**src/rtl/swap_demux.sv**
```systemverilog
`default_nettype none
// ============================================================================
// Module   : swap_demux
// Brief    : Clocked four-phase 1-to-2 demultiplexer steered by a one-hot
//            control channel (ctl_a -> output 0, ctl_b -> output 1).
//            Optional macro SWAP_DEMUX_SYNC_EN adds 2-flop input synchronizers.
// Revision : 1.0 - initial release
// ============================================================================
module swap_demux #(
    parameter int N = 1
) (
    input  logic         clk,
    input  logic         rst,
    input  logic         r_i,
    output logic         a_i,
    input  logic [N-1:0] d_i,
    input  logic         ctl_a,
    input  logic         ctl_b,
    output logic         actl_i,
    output logic         r0_o,
    input  logic         a0_o,
    output logic [N-1:0] d0_o,
    output logic         r1_o,
    input  logic         a1_o,
    output logic [N-1:0] d1_o,
    output logic         err_o
);

    typedef enum logic [1:0] {
        IDLE = 2'd0,
        SEND = 2'd1,
        ACK  = 2'd2,
        RTZ  = 2'd3
    } state_t;

    localparam int c_NSYNC = 5;

    logic [c_NSYNC-1:0] w_raw;
    logic [c_NSYNC-1:0] w_in;

    assign w_raw = {a1_o, a0_o, ctl_b, ctl_a, r_i};

`ifdef SWAP_DEMUX_SYNC_EN
    logic [c_NSYNC-1:0] r_meta;
    logic [c_NSYNC-1:0] r_sync;

    always_ff @(posedge clk or negedge rst) begin
        if (!rst) begin
            r_meta <= '0;
            r_sync <= '0;
        end else begin
            r_meta <= w_raw;
            r_sync <= r_meta;
        end
    end

    assign w_in = r_sync;
`else
    assign w_in = w_raw;
`endif

    logic w_req;
    logic w_ca;
    logic w_cb;
    logic w_sel_ack;

    state_t       r_state;
    logic         r_sel;
    logic [N-1:0] r_d;
    logic         r_r0;
    logic         r_r1;
    logic         r_ack;
    logic         r_err;

    assign w_req     = w_in[0];
    assign w_ca      = w_in[1];
    assign w_cb      = w_in[2];
    // The unselected channel's acknowledge never reaches the FSM.
    assign w_sel_ack = r_sel ? w_in[4] : w_in[3];

    always_ff @(posedge clk or negedge rst) begin
        if (!rst) begin
            r_state <= IDLE;
            r_sel   <= 1'b0;
            r_d     <= '0;
            r_r0    <= 1'b0;
            r_r1    <= 1'b0;
            r_ack   <= 1'b0;
            r_err   <= 1'b0;
        end else begin
            case (r_state)
                IDLE: begin
                    if (w_ca && w_cb) begin
                        r_err <= 1'b1;
                    end else if (w_req && (w_ca || w_cb)) begin
                        r_d     <= d_i;
                        r_sel   <= w_cb;
                        r_r0    <= w_ca;
                        r_r1    <= w_cb;
                        r_state <= SEND;
                    end
                end
                SEND: begin
                    if (w_sel_ack) begin
                        r_ack   <= 1'b1;
                        r_state <= ACK;
                    end
                end
                ACK: begin
                    if (!w_req && !w_ca && !w_cb) begin
                        r_r0    <= 1'b0;
                        r_r1    <= 1'b0;
                        r_state <= RTZ;
                    end
                end
                RTZ: begin
                    if (!w_sel_ack) begin
                        r_ack   <= 1'b0;
                        r_state <= IDLE;
                    end
                end
                default: r_state <= IDLE;
            endcase
        end
    end

    assign a_i    = r_ack;
    assign actl_i = r_ack;
    assign r0_o   = r_r0;
    assign r1_o   = r_r1;
    assign d0_o   = r_d;
    assign d1_o   = r_d;
    assign err_o  = r_err;

endmodule
`default_nettype wire
```
**config.mk**
```make
export PLATFORM = sky130hd
export DESIGN_NAME = swap_demux
export DESIGN_NICKNAME = d
export VERILOG_FILES = /design/src/rtl/swap_demux.sv
export SDC_FILE = /design/constraint.sdc
export NUM_CORES = 1
export LEC_CHECK = 0
export BUFFER_PORTS_ARGS = -buffer_cell sky130_fd_sc_hd__buf_4
export CAP_MARGIN = 20
export CORE_AREA = 3 3 40 42
export DETAILED_ROUTE_END_ITERATION = 10
export DIE_AREA = 0 0 43 45
export SYNTH_ARGS = -nofsm -noshare
export SYNTH_HDL_FRONTEND = slang
export SYNTH_SLANG_ARGS = --single-unit
```
**constraint.sdc**
```tcl
create_clock -name clk -period 1.7 [get_ports clk]
set_input_delay 0.17 -clock clk [delete_from_list [all_inputs] [get_ports clk]]
set_output_delay 0.17 -clock clk [all_outputs]
set_load 0.02 [all_outputs]
```
After elaboration in Yosys (flattened, before gate mapping)
Index checks and enable logic that the tools add are counted.
- flip-flop bits (word level): 8
- bits in latches: 0
- bits in writable memories: 0
- memory bits (read-only): 0
- word-level logic and storage cells: 49
- memories kept: 0
- add/sub/neg operators: 0
- $mul: 0
- divide/modulo/power cells: 0
- magnitude comparators: 0
- equality and inequality tests: 8
- shift operators: 0
- muxes and demuxes: 17
- bitwise gates (word level): 1
- reductions and logical operators: 16
- operators with widths (kind ; count):
    two-way mux 2 bit ; 5
    != test 2 bit, second input constant ; 5
    two-way mux 1 bit ; 8
    case mux 2 bit (4 select lines) ; 1
    case mux 1 bit (2 select lines) ; 3
    AND reduction 3 bit ; 2
    AND reduction 5 bit ; 1
    equality test 2 bit, second input constant ; 2
    logical AND 1 bit ; 4
    AND reduction 4 bit ; 1
    nonzero test 2 bit ; 2
    zero test 1 bit ; 3
    equality test 2 x 1 -> 1 bit, second input constant ; 1
    zero test 2 bit ; 1
    AND reduction 2 bit ; 1
    logical OR 1 bit ; 1
    NOT 1 bit ; 1

Longest topological paths before layout
Gate-level depths: netlist of run 1.
- word-level depth: 5
- gate-level depth with buffers: 6

Least setup slack after synthesis of run 1
OpenSTA, ideal clock, no wires.
- path type: reg-to-reg
- from: register r_state[0]
- to: register r_state[1]
- library setup time: 0.125 ns
- arrival time: 1.641 ns
- slack: -0.066 ns
- stages on the path, launching flop included: 7
- buffers on the path: 0
- cells stage by stage: dfrtp_1 -> inv_1 -> ha_1 -> and4bb_1 -> nor4_4 -> a211o_4 -> mux2_4
- word-level cells in the longest chain between the ends: 3
- elaborated cells between the ends (all ways): 11
- classes of those cells: 8 x eq/ne; 1 x mux; 2 x reduce/logical
- RTL lines (what ; RTL line ; source):
    from (decl) ; 67 ; state_t r_state;
    from (signal assigned) ; 83 ; r_state <= IDLE;
    from (signal assigned) ; 100 ; r_state <= SEND;
    from (signal assigned) ; 106 ; r_state <= ACK;
    equality test 2 bit, or another cell as far along ; 91 ; case (r_state)
    != test 2 bit (no source line) ; n/a ;
    AND reduction 5 bit (no source line) ; n/a ;
Parallel ways exist; a longest one is shown, timed or not.
A chain may end at the register's enable or synchronous reset.

Worst setup path in the final report of run 1
- from: register r_state[1]
- to: register r_state[1]
Same word-level chain as after synthesis.

==> reports/metrics.csv, run 1 <==
metric,value,unit
maximum_number_of_pins_on_one_net_before_global_route_repair,9,
worstSkewPairLatency,0.26,ns
area_growth_syn_to_layout,49.4,%
cell_area_after_technology_mapping,507,um2
vdd_ir_drop_max,1100,uV
tritoncts,done,
top_layer,met4,
synth_compound_gate_area_share,12.8,%
combinational_family_with_the_most_area_after_synthesis,simple AND/OR/NAND/NOR gates,
fill_cells,117,
met3RoutedLength,79,um
layout.core_utilization,58.9,%
grt.overflow.total,0,
yosys-top-cells-count,"dfrtp_1, nand2_1, ha_1",
crit_path_end_kind,flop,
dieHeight,45,um
synth_top_area_share,39.5,%
first_global_vias,407,
placed_cells,80,
layout_setup_ws,-0.00860,ns
synth.mux.area_fraction,11.4,%
timing.critical_path.slowest_stage_cell,dfrtp_1,
final_hold_viol_count,0,
power_density,1920,mW/mm2
synth-seq-area-share,39.5,%
launching_element_of_the_worst_setup_path,r_state[1],
synth-simple-area-share,19.5,%
count_of_vias_placed_by_the_detailed_router,431,
global_route_total_usage_across_every_layer,12.7,%
final_max_slew_viol_count,0,
post_synth_num_cell_types,23,
ctsRootBufferMaster,clkbuf_4,
finalClockSkew,0.00230,ns
synth-async-reset-ratio,100,%
detailedPlacementHpwl,734,um
total_leakage_power,0.345,nW
clockBufferDepth,2,
cts.sinks,8,
globalplace.congestion,0.690,
num-nets-final,84,
firstDrtPassIters,3,
std_cell_rows,13,
min-delay-start,d_i,
route.final.wire_length,1070,um
total_power,1.45,mW
yosys.cell_count.top_type,dfrtp_1,
cp.arrival,1.86,ns
dr.first_iter.drc_count,2,
result_of_the_run,finished with violations,
failed_checks,negative setup slack,
worst_setup_hold_path_clk_slew,0.06,ns
fp.dieW,43,um
layout_worst_path_cycle_share,101,%
synth.ff_latch_count,8,
area_of_placed_instances,694,um2
wire_length_of_the_first_global_routing_pass,1750,um
cts-buffers-inserted,3,
finalCriticalPeriod,1.71,ns
number_of_port_buffers,14,
proportion_of_layout_cells_with_a_drive_suffix_above_1,52.9,%
setup_tns,-0.00860,ns
timing.rr.start,r_state[1],
synth_area_per_inst,11.0,um2
yosys.area_share.adder,9.88,%
yosysWarnings,0,
grt_setup_unrepaired,yes,
wl_met1,434,um
placement.setup.worst_slack,0.00807,ns
routed_wire_length_per_instance,12.5,um
fin_area,757,um2
core_area,0.00128,mm2
number_of_nets_with_antenna_violations_after_detailed_routing,0,
maximum_single_stage_delay_on_the_critical_path,0.43,ns
crit_fanout,3,
timing_worst_setup_path_type,flop to flop,
antenna_found_initial,0,
postSynth.topFlopCell,dfrtp_1,
yosysTopAreaCell,dfrtp_1,
pin_count,15,
syn_nets,58,
max-cap-violations,0,
seqCellArea,200,um2
fmaxAchievable,585,MHz
drc,0,
wl_met2,515,um
setup_viol,1,
postSynthCellCount,46,
synth_area_leaders,"dfrtp_1, ha_1, nand2_1, nor4_4, mux2i_1",
num_antenna_cells,0,
final_cells,85,
synthXorXnorAreaFrac,1.73,%
worst_hold_slack,0.128,ns
cts_max_level,1,
crit_path_start_kind,flop,
synth_edf_count,0,
max-slew-margin-rel,82.5,%
drt-vias-per-instance,5.07,
worstMarginPinSlew,0.260,ns
worst_ep_required,1.85,ns
initial_utilization,39.4,%
fp.dieArea,0.00194,mm2
multi_input_gate_area_in_the_final_layout,317,um2
timing.critical_path.cells,ha_4 -> and4bb_2 -> nor4_4 -> a211o_4 -> mux2_4,
hold_class,input port to flop,
==> cell usage in the layout, fill, tap and decap left out, types with 2 or more instances in the layout <==
master / count
buf_4: 21
dfrtp_1: 8
nand2_1: 6
clkbuf_4: 3
inv_2: 2
nor4_4: 2
mux2i_1: 2
o21ai_0: 2
o21ai_1: 2
nor2_1: 2
ha_4: 2
ha_1: 2
==> final timing paths <==
| check | to | slack, ns | depth (start not counted) |
|---|---|---|---|
| setup / recovery | r_state[1] | -0.009 | 5 |
| hold reg to reg | err_o | 0.46 | 1 |
| setup reg to reg | r_state[1] | -0.009 | 5 |
| max in group asynchronous | err_o | 1.31 | 2 |
| hold / removal | d0_o | 0.13 | 2 |
| min in group asynchronous | r_sel | 0.26 | 2 |
==> flip-flops by register name, summed over array words and instances (netlist names) <==
signal	count
r_state	2
a_i	1
d0_o	1
err_o	1
r0_o	1
r1_o	1
r_sel	1
==> cells by family (layout without fill, tap and decap cells) <==
family                   count (synthesis)  after routing
buffers and inverters                    5             29
AO/OA/AOI/OAI                            9              9
XOR/XNOR                                 1              1
adder cells (fa/ha/maj)                  4              4
AND/OR/NAND/NOR                         14             14
multiplexers                             5              5
flip-flops                               8              8
==> repair_timing <==
action	CTS	global route
pin swaps	1	2
setup endpoints to repair	1	3
resized for setup	0	2
endpoints found under the hold margin	8	0
hold buffers	1	0
buffers inserted	0	1
==> where the power goes <==
| group | switching, mW | internal, mW |
|---|---|---|
| logic | 0.419 | 0.544 |
| clock network | 0.0696 | 0.0811 |
| registers | 0.0649 | 0.274 |
==> cell type report <==
class	instances	area share [%]
Clock buffer	3	2.98
Tap cell	15	2.48
Multi-Input combinational cell	33	41.8
Sequential cell	8	26.4
Inverter	3	1.49
Timing Repair Buffer	23	24.8
==> worst max-delay path, delay by kind of cell (launching register included) <==
kind	cells	cell delay [ns]
adder cells (fa/ha/maj)	1	0.19
flip-flops	1	0.43
AO/OA/AOI/OAI	1	0.32
AND/OR/NAND/NOR	2	0.37
multiplexers	1	0.29
==> metal layers <==
layer  up-vias  track usage, %
met5         -               0
met4         0            10.8
met3         5            3.59
met2        12            18.6
met1       200            15.5
li1        214               -
(Power assumes the default switching activity.)
==> run 2, diff against run 1 <==
- ABC_AREA: unset -> 1
- clock period: 1.7 -> 2.12 ns (I/O delays scaled with it)
==> run 2 against run 1 <==
The flow now finishes without violations. Critical path depth increased by 1. Cell count rose by 5.9%. Register-to-register slack improved by 0.83 ns. Clock-buffer cell count is the same. Routed wire length fell by 12%. Largest power group unchanged.
==> reports/metrics.csv, run 2 <==
metric,value,unit
std_cell_rows,13,
synth_top_area_share,40.1,%
finalCriticalPeriod,1.30,ns
register_with_the_most_flip_flops,r_state,
global_route_total_usage_across_every_layer,11.6,%
cts_repair_resize_count,0,
drc,0,
maximum_single_stage_delay_on_the_critical_path,0.42,ns
layout_setup_ws,0.820,ns
layout_worst_path_cycle_share,61.3,%
route.final.wire_length,940,um
dieHeight,45,um
globalplace.congestion,0.795,
cts_max_level,1,
worst_ep_required,2.26,ns
cts.sinks,8,
first_global_vias,412,
largest_register_ffs,2,
worstSkewPairLatency,0.26,ns
synth-seq-area-share,40.1,%
detailedPlacementHpwl,728,um
cell_area_after_technology_mapping,499,um2
yosys-top-cells-count,"nand2_1, dfrtp_1, inv_1",
timing_worst_setup_path_type,flop to flop,
fp.dieArea,0.00194,mm2
maximum_number_of_pins_on_one_net_before_global_route_repair,9,
syn_nets,71,
synth.ff_latch_count,8,
initial_utilization,38.9,%
number_of_nets_with_antenna_violations_after_detailed_routing,0,
grt.overflow.total,0,
yosysWarnings,0,
fp.dieW,43,um
firstDrtPassIters,2,
cts-buffers-inserted,3,
post_synth_num_cell_types,17,
worstMarginPinSlew,0.265,ns
area_growth_syn_to_layout,28.3,%
timing.critical_path.slowest_stage_cell,dfrtp_1,
hold_class,input port to flop,
num_antenna_cells,0,
clockBufferDepth,2,
max-slew-margin-rel,82.4,%
drt-vias-per-instance,4.69,
antenna_found_initial,0,
dr.first_iter.drc_count,1,
crit_path_end_kind,flop,
vdd_ir_drop_max,729,uV
yosysTopAreaCell,dfrtp_1,
result_of_the_run,"finished, final reports clean",
area_of_placed_instances,608,um2
num-nets-final,89,
total_power,0.897,mW
ctsRootBufferMaster,clkbuf_4,
setup_viol,0,
synth_area_per_inst,8.46,um2
yosys.cell_count.top_type,nand2_1,
pin_count,15,
fmaxAchievable,769,MHz
cts_setup_buffers,0,
placement.setup.worst_slack,0.822,ns
power_density,1400,mW/mm2
setup_tns,0,ns
grt_setup_unrepaired,no,
layout.cells.most_common_list,"nand2_1, buf_4, dfrtp_1",
cp.arrival,1.44,ns
finalClockSkew,0.00728,ns
crit_path_frequent_cell,nand2_1,
final_hold_viol_count,0,
fin_area,641,um2
postSynthCellCount,59,
number_of_port_buffers,14,
timing.critical_path.cells,inv_1 -> ha_1 -> or2_1 -> nand3_2 -> nand2_1 -> nand2_1,
count_of_vias_placed_by_the_detailed_router,422,
worst_setup_hold_path_clk_slew,0.06,ns
max-cap-violations,0,
postSynth.topFlopCell,dfrtp_1,
final_common_cell,nand2_1,
wire_length_of_the_first_global_routing_pass,1620,um
final_max_slew_viol_count,0,
synth_edf_count,0,
crit_fanout,6,
crit_path_start_kind,flop,
synth-async-reset-ratio,100,%
routed_wire_length_per_instance,10.4,um
synth_area_leaders,"dfrtp_1, nand2_1, ha_1, nand4_1, nand3_2",
total_leakage_power,0.346,nW
tritoncts,done,
proportion_of_layout_cells_with_a_drive_suffix_above_1,36.0,%
worst_hold_slack,0.197,ns
core_area,0.00128,mm2
## run 2: worst paths after layout
path	to	cells after the start	from	slack (ns)
min	d0_o	3	d_i	0.20
min in group asynchronous	r_state[1]	2	rst	0.30
max reg2reg	r0_o	6	r_state[1]	0.82
min reg2reg	r1_o	2	r1_o	0.48
max	r0_o	6	r_state[1]	0.82
max in group asynchronous	a_i	2	rst	1.68
## run 2: layout make-up
type                            count  area, um2
Clock buffer                        3       22.5
Fill cell                         129        644
Inverter                            9       33.8
Multi-Input combinational cell     40        250
Sequential cell                     8        200
Tap cell                           15       18.8
Timing Repair Buffer               15        115
## run 2: worst max-delay path: cells and delay by family (launching register included)
family        cells  cell delay (ns)
buf+inv           1             0.10
simple gates      4             0.36
fa+ha+maj         1             0.30
flops             1             0.42
## run 2: metrics by stage
stage	cells	utilization, %
2_1_floorplan	59	-
6_report	90	49.9
3_5_place_dp	86	47.3
5_1_grt	90	49.9
4_1_cts	90	49.9
3_3_place_gp	86	47.3
## run 2: routing by layer
layer  vias to the layer above  share of wire (%)  global-route usage, %
met2                        13                 45                   17.4
li1                        222                  -                      -
met4                         0                2.0                   9.04
met3                         4                7.8                   3.59
met1                       183                 46                   13.8
met5                         -                  0                      0
## run 2: kinds of logic (layout without fill, tap and decap cells)
group | after synthesis | count (layout) | synth area share (%)
buffers and inverters | 11 | 27 | 9.78
AOI/OAI and AO/OA | 4 | 4 | 5.26
DFF | 8 | 8 | 40.1
and+or+nand+nor | 32 | 32 | 34.8
adders and majority gates | 4 | 4 | 10.0
## run 2: repair_timing
| action | 4_1_cts | 5_1_grt |
|---|---|---|
| setup endpoints to repair | 0 | 0 |
| hold buffers | 1 | 0 |
| endpoints found under the hold margin | 8 | 0 |
## run 2: power breakdown
part	internal (mW)	switching [mW]
clock	0.0649	0.0531
combinational	0.213	0.295
sequential	0.221	0.0506
